## src/rtl/riscv_fetch_pcgen.sv

```systemverilog
// Instruction fetch PC generator: issues one word request at a time, presents the
// returned instruction to decode, and handles redirects from the jump decoder.
module riscv_fetch_pcgen #(
    parameter logic [31:0] P_RESET_PC = 32'h0000_0000
) (
    input  logic        iclk,
    input  logic        irst_n,
    input  logic        ipc_src,
    input  logic [31:0] ipc_target,
    output logic        oimem_req,
    output logic [31:0] oimem_addr,
    input  logic        iimem_gnt,
    input  logic        iimem_rvalid,
    input  logic [31:0] iimem_rdata,
    output logic        ovalid,
    input  logic        iready,
    output logic [31:0] oinstr,
    output logic [31:0] opc,
    output logic [31:0] opc_plus4,
    output logic        oflush,
    output logic        omisaligned
);

    typedef enum logic [2:0] {
        IDLE  = 3'd0,
        REQ   = 3'd1,
        RESP  = 3'd2,
        HOLD  = 3'd3,
        DRAIN = 3'd4
    } state_t;

    localparam logic [31:0] RESET_PC_ALIGNED = {P_RESET_PC[31:2], 2'b00};

    state_t      state_r, state_s;
    logic [31:0] fetch_pc_r, fetch_pc_s;
    logic [31:0] instr_r, instr_s;
    logic [31:0] opc_r, opc_s;
    logic [31:0] opc_plus4_r, opc_plus4_s;
    logic        valid_r, valid_s;
    logic        req_r;
    logic        redirect_s;
    logic [31:0] target_s;
    logic [31:0] pc_inc_s;

    // IDLE only lasts the first cycle after reset and does not honour redirects
    assign redirect_s = ipc_src & (state_r != IDLE);
    assign target_s   = {ipc_target[31:2], 2'b00};
    assign pc_inc_s   = fetch_pc_r + 32'd4;

    // Next-state and next-datapath computation
    always_comb begin
        state_s     = state_r;
        fetch_pc_s  = fetch_pc_r;
        instr_s     = instr_r;
        opc_s       = opc_r;
        opc_plus4_s = opc_plus4_r;
        valid_s     = valid_r;
        case (state_r)
            IDLE: begin
                state_s    = REQ;
                fetch_pc_s = RESET_PC_ALIGNED;
            end
            REQ: begin
                if (redirect_s) begin
                    fetch_pc_s = target_s;
                    if (iimem_gnt) begin
                        state_s = DRAIN;
                    end else begin
                        state_s = REQ;
                    end
                end else if (iimem_gnt) begin
                    state_s = RESP;
                end else begin
                    state_s = REQ;
                end
            end
            RESP: begin
                if (redirect_s) begin
                    fetch_pc_s = target_s;
                    if (iimem_rvalid) begin
                        state_s = REQ;
                    end else begin
                        state_s = DRAIN;
                    end
                end else if (iimem_rvalid) begin
                    instr_s     = iimem_rdata;
                    opc_s       = fetch_pc_r;
                    opc_plus4_s = pc_inc_s;
                    valid_s     = 1'b1;
                    fetch_pc_s  = pc_inc_s;
                    state_s     = HOLD;
                end else begin
                    state_s = RESP;
                end
            end
            HOLD: begin
                if (redirect_s) begin
                    fetch_pc_s = target_s;
                    valid_s    = 1'b0;
                    state_s    = REQ;
                end else if (iready) begin
                    valid_s = 1'b0;
                    state_s = REQ;
                end else begin
                    state_s = HOLD;
                end
            end
            DRAIN: begin
                // A redirect coinciding with the drained beat leaves nothing outstanding
                if (redirect_s) begin
                    fetch_pc_s = target_s;
                    if (iimem_rvalid) begin
                        state_s = REQ;
                    end else begin
                        state_s = DRAIN;
                    end
                end else if (iimem_rvalid) begin
                    state_s = REQ;
                end else begin
                    state_s = DRAIN;
                end
            end
            default: begin
                state_s    = IDLE;
                fetch_pc_s = RESET_PC_ALIGNED;
                valid_s    = 1'b0;
            end
        endcase
    end

    // State and output registers
    always_ff @(posedge iclk or negedge irst_n) begin
        if (!irst_n) begin
            state_r     <= IDLE;
            fetch_pc_r  <= RESET_PC_ALIGNED;
            instr_r     <= 32'd0;
            opc_r       <= 32'd0;
            opc_plus4_r <= 32'd4;
            valid_r     <= 1'b0;
            req_r       <= 1'b0;
        end else begin
            state_r     <= state_s;
            fetch_pc_r  <= fetch_pc_s;
            instr_r     <= instr_s;
            opc_r       <= opc_s;
            opc_plus4_r <= opc_plus4_s;
            valid_r     <= valid_s;
            req_r       <= (state_s == REQ);
        end
    end

    assign oimem_req   = req_r;
    assign oimem_addr  = fetch_pc_r;
    assign ovalid      = valid_r;
    assign oinstr      = instr_r;
    assign opc         = opc_r;
    assign opc_plus4   = opc_plus4_r;
    assign oflush      = redirect_s;
    assign omisaligned = redirect_s & (ipc_target[1:0] != 2'b00);

endmodule

```

## config.mk

```make
export PLATFORM = sky130hd
export DESIGN_NAME = riscv_fetch_pcgen
export DESIGN_NICKNAME = d
export VERILOG_FILES = /design/src/rtl/riscv_fetch_pcgen.sv
export SDC_FILE = /design/constraint.sdc
export NUM_CORES = 1
export LEC_CHECK = 0
export CAP_MARGIN = 20
export CORE_ASPECT_RATIO = 1.75
export CORE_MARGIN = 3
export CORE_UTILIZATION = 37
export DETAILED_ROUTE_END_ITERATION = 12
export PLACE_DENSITY = 0.75
export SKIP_CTS_REPAIR_TIMING = 1
export SYNTH_ARGS = -nofsm -noshare
export SYNTH_HDL_FRONTEND = slang
export SYNTH_SLANG_ARGS = --single-unit
```

## constraint.sdc

```tcl
create_clock -name iclk -period 2.67 [get_ports iclk]
set_clock_uncertainty 0.05 [all_clocks]
set_input_delay 0.6675 -clock iclk [delete_from_list [all_inputs] [get_ports iclk]]
set_output_delay 0.6675 -clock iclk [all_outputs]
set_load 0.01 [all_outputs]
```

==> results of run 1 <==
[layout make-up]
type	count	area, sq um
clock buffer	17	425
clock inverter	15	234
fill	1310	6560
inverter	11	41.3
multi-input combinational	377	2500
sequential	127	3180
tap	186	233
timing repair buffer	230	2290
[per-layer routing]
metal  wire (um)  vias up  part of all wire
li1            -     2384                 -
met1        6330     2490              0.36
met2        9740      197              0.55
met3         946       45             0.053
met4         707        0             0.040
met5           0        -                 0
[final timing paths]
path / to / slack [ns] / depth (start not counted)
max reg2reg: oimem_addr[31]$_DFFE_PN0P_ / 0.29 / 5
min: opc[13]$_DFFE_PN0P_ / 0.18 / 1
min reg2reg: opc_plus4[31]$_DFFE_PN0P_ / 0.42 / 2
max in group asynchronous: opc_plus4[2]$_DFFE_PN1P_ / 1.70 / 2
max: oflush / 0.04 / 4
min in group iclk: opc_plus4[31]$_DFFE_PN0P_ / 0.42 / 2
[power by group through the flow]
stage	Combinational [mW]	Sequential (mW)	Clock, mW
after CTS	4.17	3.38	2.63
after global placement	4.06	3.34	0
after global routing	4.44	3.50	2.70
after floorplan	1.44	3.67	0
after detailed placement	4.15	3.41	0
final	4.12	3.38	2.58
[worst max-delay path, stage by stage]
cell,delay (ns)
clkdlybuf4s50_1,0.48
inv_1,0.06
nor2_1,0.14
clkdlybuf4s50_1,0.56
[per-stage QoR]
step           hold WS, ns  area (sq um)  setup slack [ns]
6_report             0.179          8910            0.0382
5_1_grt              0.225          8910           0.00948
4_1_cts              0.202          8900           -0.0674
3_5_place_dp         0.419          8250           -0.0451
3_3_place_gp         0.416          8250           -0.0439
2_1_floorplan        0.322          5910             0.403
[cells in the final DEF, fill, tap and decap left out, types with 4 or more instances in the layout]
cell and instances:
nand4_1 6, nor2_1 27, conb_1 6, inv_1 11
clkinv_4 6, bufinv_16 5, buf_12 6, clkdlybuf4s50_1 193
nand3_1 17, mux2_2 57, xor2_1 7, a221o_1 8
a22oi_1 6, clkbuf_16 17, o21ai_0 65, buf_4 29
or3_1 4, nor4_1 11, nor3_1 14, o22ai_1 4
a21oi_1 21, nand2_1 52, dfrtp_1 126, a21o_1 5
xnor2_1 20
[flip-flops by register name, summed over array words and instances (netlist names)]
signal	count
oinstr	32
oimem_addr	30
opc	30
opc_plus4	30
state_r	3
oimem_req	1
ovalid	1
[cell families after synthesis]
kind of cell,count (synthesis)
AOI/OAI and AO/OA,131
xor gates and xnor gates,27
adders and majority gates,1
buffers and inverters,55
DFF,127
muxes,57
other,1
and+or+nand+nor,155
==> flow_summary_export.csv, run 1 <==
group,metric,value,unit
critical_path,critPathLaunchType,"input pin",
timing,finalHoldViolCount,0,
timing,slew_headroom,0.561,
critical_path,crit_required,1.95,ns
clock_tree,cts_made_buffers,17,
grt,grt_pass1_wl,28200,um
run,cap_viol_max_count,0,
yosys,async_reset_ff_frac,1.00,
yosys,synth_simple_gate_area_frac,0.131,
pwr,combPwrFrac,0.409,
finish,final_util,0.576,
grt,antenna_found_initial,0,
placement,dp_hpwl,13000,um
yosys,ys.flop_type,"dfrtp_1",
finish,layout.nets,835,
timing,setup_viol,0,
routing,viasPerCell,5.31,
finish,final_layout_size_suffix_gt1_frac,0.179,
clock_tree,insertion_delay,0.42,ns
grt,use_met1,0.216,
pwr,seqPwrFrac,0.335,
critical_path,end_kind,"output pin",
die,initial_utilization,0.381,
die,ios,202,
yosys,synth_cell_types,50,
die,dieArea,0.0175,sq mm
yosys,synth_xor_area_frac,0.0401,
timing,maxSlewViolCount,0,
finish,areaGrowthSynthToFinish,51.2,%
pwr,ir_worst_vdd,0.575,mV
timing,finalSetupTns,0,ns
yosys,yosysMostFrequentCell,"dfrtp_1",
pwr,p_int,6.76,mW
routing,wl,17700,um
grt,top_usage_layer,"met2",
placement,routabilityCongestion,0.876,
grt,use_met3,0.0464,
finish,fin_cells,963,
critical_path,crit_type,"input pin to output pin",
timing,grt_setup_unrepaired,"false",
pwr,power.leakage,3.81,nW
grt,grt_usage,0.207,
routing,dr.pass1.iters,5,
finish,diodes,0,
placement,port_buffers,195,
yosys,synth_compound_area_frac,0.136,
yosys,ys_ff_latch,127,
critical_path,r2r_start,"oimem_addr[12]$_DFFE_PN0P_",
timing,tightest_slew,0.653,ns
yosys,synth_top_area_cell,"dfrtp_1",
yosys,yosys.area_share.adder,0.00212,
yosys,synth_top_family_by_area,"compound AO/OA/AOI/OAI gates",
clock_tree,cts.sinks,127,
routing,wire_per_inst,18.4,um
timing,fmax,0.380,GHz
pwr,switching_share,0.329,
yosys,synth-seq-area-share,0.540,
timing,post-route-period-util,0.986,
die,dieHeight,173,um
die,core,0.0155,sq mm
placement,placedCellCount,931,
status,status,"finished clean",
critical_path,crit_start,"ipc_src",
critical_path,worst-path-max-fanout,2,
die,std_cell_rows,60,
die,die_x,101,um
timing,min_period,2.63,ns
critical_path,arrival,1.91,ns
routing,drt_drc_violations_left,0,
min_path,hp-class,"input pin to asynchronous set/reset pin",
yosys,yosys-top-cells-area,"dfrtp_1, mux2_2, o21ai_0, nand2_1, xnor2_1",
routing,via_count,5116,
pwr,power.density,1130,mW/mm^2
clock_tree,htreeDepth,4,
clock_tree,cts_tree,"built",
grt,overflow,0,
grt,grt_pass1_vias,5388,
clock_tree,clockRootBuffer,"clkbuf_16",
routing,ant_nets,0,
clock_tree,clock_path_buffers,2,
yosys,synthTopCellsByCount,"dfrtp_1, o21ai_0, mux2_2",
routing,first_iter_violations,258,
yosys,synth_mux_area_frac,0.109,
pwr,p_sw,3.32,mW
pwr,clkPwrFrac,0.256,
yosys,yosys_warnings,0,
yosys,netlist_instances,554,
yosys,synth_edf_count,0,
yosys,syn_area,0.00589,sq mm
clock_tree,clkTransAtPathRegs,0.06,ns
yosys,postSynthAreaPerCell,10.6,sq um
grt,grt_max_degree,63,
pwr,total_power,10.1,mW
yosys,synth_top_area_share,0.535,
grt,gr-usage-met2,0.377,
(Power assumes the default switching activity.)
==> run 2: changes to the inputs <==
- CORE_UTILIZATION: 37 -> 33
- CTS_BUF_LIST: default -> sky130_fd_sc_hd__clkbuf_8
- PLACE_DENSITY: 0.75 -> 0.69
==> run 2 against run 1 <==
Against the previous run: clock power shrank 34%; first-iteration DRC count shrank 25%; clock-buffer cell count grew 2; non-clock buffer count grew 9; combinational power is essentially flat; utilization shrank 7.5 points; cell count grew 5.6%; die area grew 12%; routed wire length shrank 4.7%; register-to-register slack is essentially flat; sequential power shrank 1%; critical path type is now flip-flop to flip-flop; critical endpoint is now oimem_addr[30]$_DFFE_PN0P_; highest routed layer unchanged.
==> flow_summary_export.csv, run 2 (synthesis gave the netlist of run 1 again) <==
group,metric,value,unit
status,status,"finished clean",
clock_tree,cts.sinks,127,
pwr,power.leakage,3.75,nW
placement,routabilityCongestion,0.885,
grt,use_met1,0.192,
placement,place_worst_setup_slack,-0.105,ns
min_path,hp-class,"input pin to asynchronous set/reset pin",
routing,viasPerCell,4.97,
timing,post-route-period-util,0.896,
placement,dpl_cell_area,0.00838,sq mm
die,dieArea,0.0196,sq mm
grt,overflow,0,
grt,use_met3,0.0409,
critical_path,crit_type,"flip-flop to flip-flop",
grt,antenna_found_initial,0,
timing,tightest_slew,0.663,ns
critical_path,crit_required,2.93,ns
finish,final_layout_size_suffix_gt1_frac,0.190,
placement,port_buffers,195,
grt,grt_pass1_wl,26500,um
die,core,0.0175,sq mm
routing,first_iter_violations,193,
critical_path,max_stage_delay,0.50,ns
grt,grt_max_degree,47,
clock_tree,htreeDepth,4,
clock_tree,cts_made_buffers,17,
critical_path,end_kind,"flip-flop",
clock_tree,clockRootBuffer,"clkbuf_8",
grt,top_usage_layer,"met2",
routing,wl,16900,um
finish,areaGrowthSynthToFinish,49.2,%
finish,fillers,1574,
routing,wire_per_inst,16.6,um
die,ios,202,
critical_path,arrival,2.65,ns
pwr,power.density,1040,mW/mm^2
finish,layout_commonest_cell,"clkdlybuf4s50_1",
die,dieHeight,183,um
grt,grt_usage,0.173,
placement,placedCellCount,985,
routing,via_count,5051,
timing,grt_setup_unrepaired,"false",
finish,fin_cells,1017,
pwr,total_power,9.18,mW
finish,diodes,0,
run,cap_viol_max_count,0,
clock_tree,cts_tree,"built",
die,std_cell_rows,64,
finish,final_cell_mix,"clkdlybuf4s50_1, dfrtp_1, o21ai_0",
grt,grt_pass1_vias,5030,
clock_tree,clock_path_buffers,2,
timing,min_period,2.39,ns
finish,final_cell_area,0.00879,sq mm
grt,gr-usage-met2,0.314,
pwr,ir_worst_vdd,0.561,mV
critical_path,path_delay_family,"simple AND/OR/NAND/NOR gates",
die,die_x,107,um
routing,ant_nets,0,
finish,largest_reg_flops,32,
timing,slew_headroom,0.554,
timing,fmax,0.418,GHz
timing,maxSlewViolCount,0,
timing,layout_setup_ws,0.279,ns
finish,layout.nets,844,
critical_path,worstPathCellList,"ha_1 -> nand3_1 -> or2_2 -> nor4_1 -> nand2_1 -> a221o_1",
clock_tree,clkTransAtPathRegs,0.08,ns
placement,dp_hpwl,12600,um
critical_path,crit_buf_inv,0,
timing,setup_viol,0,
critical_path,critPathLaunchType,"flip-flop",
routing,drt_drc_violations_left,0,
die,initial_utilization,0.336,
critical_path,slowest_stage,"dfrtp_1",
timing,finalHoldViolCount,0,
routing,dr.pass1.iters,4,
clock_tree,insertion_delay,0.43,ns
critical_path,worst-path-max-fanout,7,
run 2: stage by stage:
stage	hold slack, ns	TNS (ns)	utilization
after global routing	0.101	0	0.501
after CTS	0.0739	-0.123	0.501
after global placement	0.411	-0.156	0.478
final	0.0975	0	0.501
after detailed placement	0.420	-0.106	0.478
after floorplan	0.322	0	-
run 2: report_power, final:
part / total (mW) / switching, mW / leakage [nW] / internal (mW)
clock network: 1.69 / 0.809 / 0.198 / 0.881
logic: 4.15 / 1.75 / 1.89 / 2.40
registers: 3.34 / 0.608 / 1.66 / 2.73
total: 9.18 / 3.17 / 3.75 / 6.01
run 2: layer usage:
layer	up-vias	wire, um
met2	166	9040
met5	-	0
met1	2450	6340
met4	0	505
met3	35	1010
li1	2400	-
run 2: final cells by class:
type                    count  area (sq um)  share of cell area
clock inverters            13           138              0.0157
flip-flops and latches    127          3180               0.362
multi-input cells         377          2500               0.285
well taps                 231           289              0.0329
clock buffers              19           262              0.0298
inverters                  11          41.3             0.00470
repair buffers            239          2380               0.270
run 2: final timing paths:
path                                      startpoint                          to  slack [ns]  cells past startpoint
min in group iclk          opc_plus4[29]$_DFFE_PN0P_   opc_plus4[29]$_DFFE_PN0P_        0.43                      2
min                                           irst_n          opc[6]$_DFFE_PN0P_         0.1                      1
max reg2reg                oimem_addr[3]$_DFFE_PN0P_  oimem_addr[30]$_DFFE_PN0P_        0.28                      6
max in group asynchronous                     irst_n    opc_plus4[2]$_DFFE_PN1P_        1.81                      2
min reg2reg                opc_plus4[29]$_DFFE_PN0P_   opc_plus4[29]$_DFFE_PN0P_        0.43                      2
max                        oimem_addr[3]$_DFFE_PN0P_  oimem_addr[30]$_DFFE_PN0P_        0.28                      6
==> run 3: changes to the inputs <==
- CTS_BUF_LIST: sky130_fd_sc_hd__clkbuf_8 -> sky130_fd_sc_hd__clkbuf_4
- HOLD_SLACK_MARGIN: default -> 0.1
==> run 3 against run 2 <==
Against the previous run: final area is 1.3% lower; register-to-register slack hardly changed; hold slack better by 0.34 ns; critical endpoint unchanged; largest cell class unchanged; largest power group unchanged.
==> flow_summary_export.csv, run 3 (synthesis gave the netlist of run 1 again) <==
group,metric,value,unit
critical_path,crit_buf_inv,0,
die,std_cell_rows,64,
finish,layout_commonest_cell,"clkdlybuf4s50_1",
pwr,switching_share,0.356,
pwr,clkPwrFrac,0.150,
timing,fmax,0.418,GHz
timing,whs,0.440,ns
grt,grt_max_degree,47,
critical_path,path_delay_family,"simple AND/OR/NAND/NOR gates",
pwr,p_int,5.68,mW
die,die_x,107,um
clock_tree,cts_made_buffers,17,
routing,drt_drc_violations_left,0,
finish,areaGrowthSynthToFinish,47.3,%
finish,largest_reg_flops,32,
pwr,combPwrFrac,0.472,
critical_path,slowest_stage,"dfrtp_1",
finish,final_cell_mix,"clkdlybuf4s50_1, dfrtp_1, o21ai_0",
timing,grt_setup_unrepaired,"false",
finish,fin_cells,1019,
grt,antenna_found_initial,1,
grt,grt_pass1_vias,5053,
routing,wl,17000,um
die,core,0.0175,sq mm
critical_path,reg2reg_to,"oimem_addr[30]$_DFFE_PN0P_",
clock_tree,clkTransAtPathRegs,0.12,ns
placement,routabilityCongestion,0.885,
grt,overflow,0,
grt,grt_pass1_wl,26700,um
placement,port_buffers,195,
critical_path,crit_required,3.02,ns
routing,wire_per_inst,16.7,um
timing,slew_headroom,0.554,
critical_path,end_kind,"flip-flop",
critical_path,worst-path-max-fanout,7,
min_path,hold_path_depth,2,
die,dieArea,0.0196,sq mm
min_path,min_from,"opc_plus4[29]$_DFFE_PN0P_",
clock_tree,htreeDepth,4,
run,cap_viol_max_count,0,
pwr,total_power,8.82,mW
critical_path,crit_start,"oimem_addr[3]$_DFFE_PN0P_",
timing,finalHoldViolCount,0,
critical_path,max_stage_delay,0.51,ns
pwr,power.leakage,3.70,nW
min_path,hold_end,"opc_plus4[29]$_DFFE_PN0P_",
finish,fillers,1579,
clock_tree,cts_tree,"built",
critical_path,r2r_setup_slack,0.28,ns
finish,multiInputGateArea,0.00250,sq mm
routing,via_count,5034,
timing,post-route-period-util,0.896,
grt,grt_usage,0.174,
clock_tree,clockRootBuffer,"clkbuf_4",
pwr,ir_worst_vdd,0.556,mV
clock_tree,insertion_delay,0.52,ns
pwr,seqPwrFrac,0.379,
critical_path,critical_path_cell_count,6,
status,status,"finished clean",
placement,placedCellCount,985,
placement,place_worst_setup_slack,-0.105,ns
critical_path,ff2ff_path_depth,6,
timing,layout_setup_ws,0.277,ns
critical_path,critPathLaunchType,"flip-flop",
timing,tightest_slew,0.663,ns
critical_path,r2r_start,"oimem_addr[3]$_DFFE_PN0P_",
min_path,hp-class,"flip-flop to flip-flop",
clock_tree,clock_path_buffers,2,
clock_tree,cts.sinks,127,
die,initial_utilization,0.336,
timing,setup_viol,0,
placement,dp_hpwl,12600,um
finish,final_util,0.495,
finish,layout.area.seq,0.00318,sq mm
critical_path,crit_type,"flip-flop to flip-flop",
critical_path,worstPathCellList,"ha_1 -> nand3_1 -> or2_2 -> nor4_1 -> nand2_1 -> a221o_1",
pwr,power.density,1020,mW/mm^2
routing,dr.pass1.iters,4,
timing,maxSlewViolCount,0,
pwr,p_sw,3.14,mW
die,ios,202,
critical_path,arrival,2.75,ns
die,dieHeight,183,um
finish,final_layout_size_suffix_gt1_frac,0.191,
finish,layout.nets,845,
timing,min_period,2.39,ns
routing,viasPerCell,4.94,
routing,first_iter_violations,148,
routing,ant_nets,0,
## run 3: cell types whose count changed in the layout (fill, tap and decap cells not counted), sizes merged
| cell | before | now |
|---|---|---|
| clkinv | 6 | 8 |
| dlygate4sd3 | 0 | 1 |
| clkbuf | 19 | 17 |
| diode | 0 | 1 |
## run 3: final cells by class
class,instances,share of cell area
clock buffers,17,0.0147
inverters,11,0.00476
diodes,1,0.000288
multi-input cells,377,0.288
clock inverters,15,0.0167
flip-flops and latches,127,0.367
repair buffers,240,0.275
well taps,231,0.0333
## run 3: per-layer routing
layer / up-vias / track usage / wire length, um / part of all wire
met5: - / 0 / 0 / 0
met4: 0 / 0.0768 / 470 / 0.028
met3: 26 / 0.0398 / 1030 / 0.061
met2: 168 / 0.315 / 9120 / 0.54
met1: 2433 / 0.193 / 6350 / 0.37
li1: 2407 / - / - / -
## run 3: worst min-delay path, cell delays in order, from the launching register on
cell and delay (ns):
dfrtp_1 0.36, nand2_1 0.04, o21ai_0 0.06
## run 3: stage by stage
step                      instance area, sq um  setup TNS, ns
after floorplan                           5910              0
final                                     8680              0
after detailed placement                  8380         -0.106
after CTS                                 8650         -0.186
after global routing                      8680              0
after global placement                    8380         -0.156
## run 3: worst max-delay path by stage
stage | slack (ns) | to
2_1_floorplan | 0.40 | oimem_addr[31]$_DFFE_PN0P_
3_5_place_dp | -0.11 | omisaligned
4_1_cts | -0.14 | omisaligned
3_3_place_gp | -0.13 | omisaligned
5_1_grt | 0.13 | oimem_addr[30]$_DFFE_PN0P_
6_report | 0.28 | oimem_addr[30]$_DFFE_PN0P_
## run 3: power by group through the flow
stage | clock (mW) | sequential [mW] | combinational, mW
finish | 1.32 | 3.34 | 4.16
global route | 1.46 | 3.46 | 4.50
CTS | 1.37 | 3.34 | 4.21
detailed placement | 0 | 3.38 | 4.20
global placement | 0 | 3.35 | 4.15
floorplan | 0 | 3.67 | 1.44
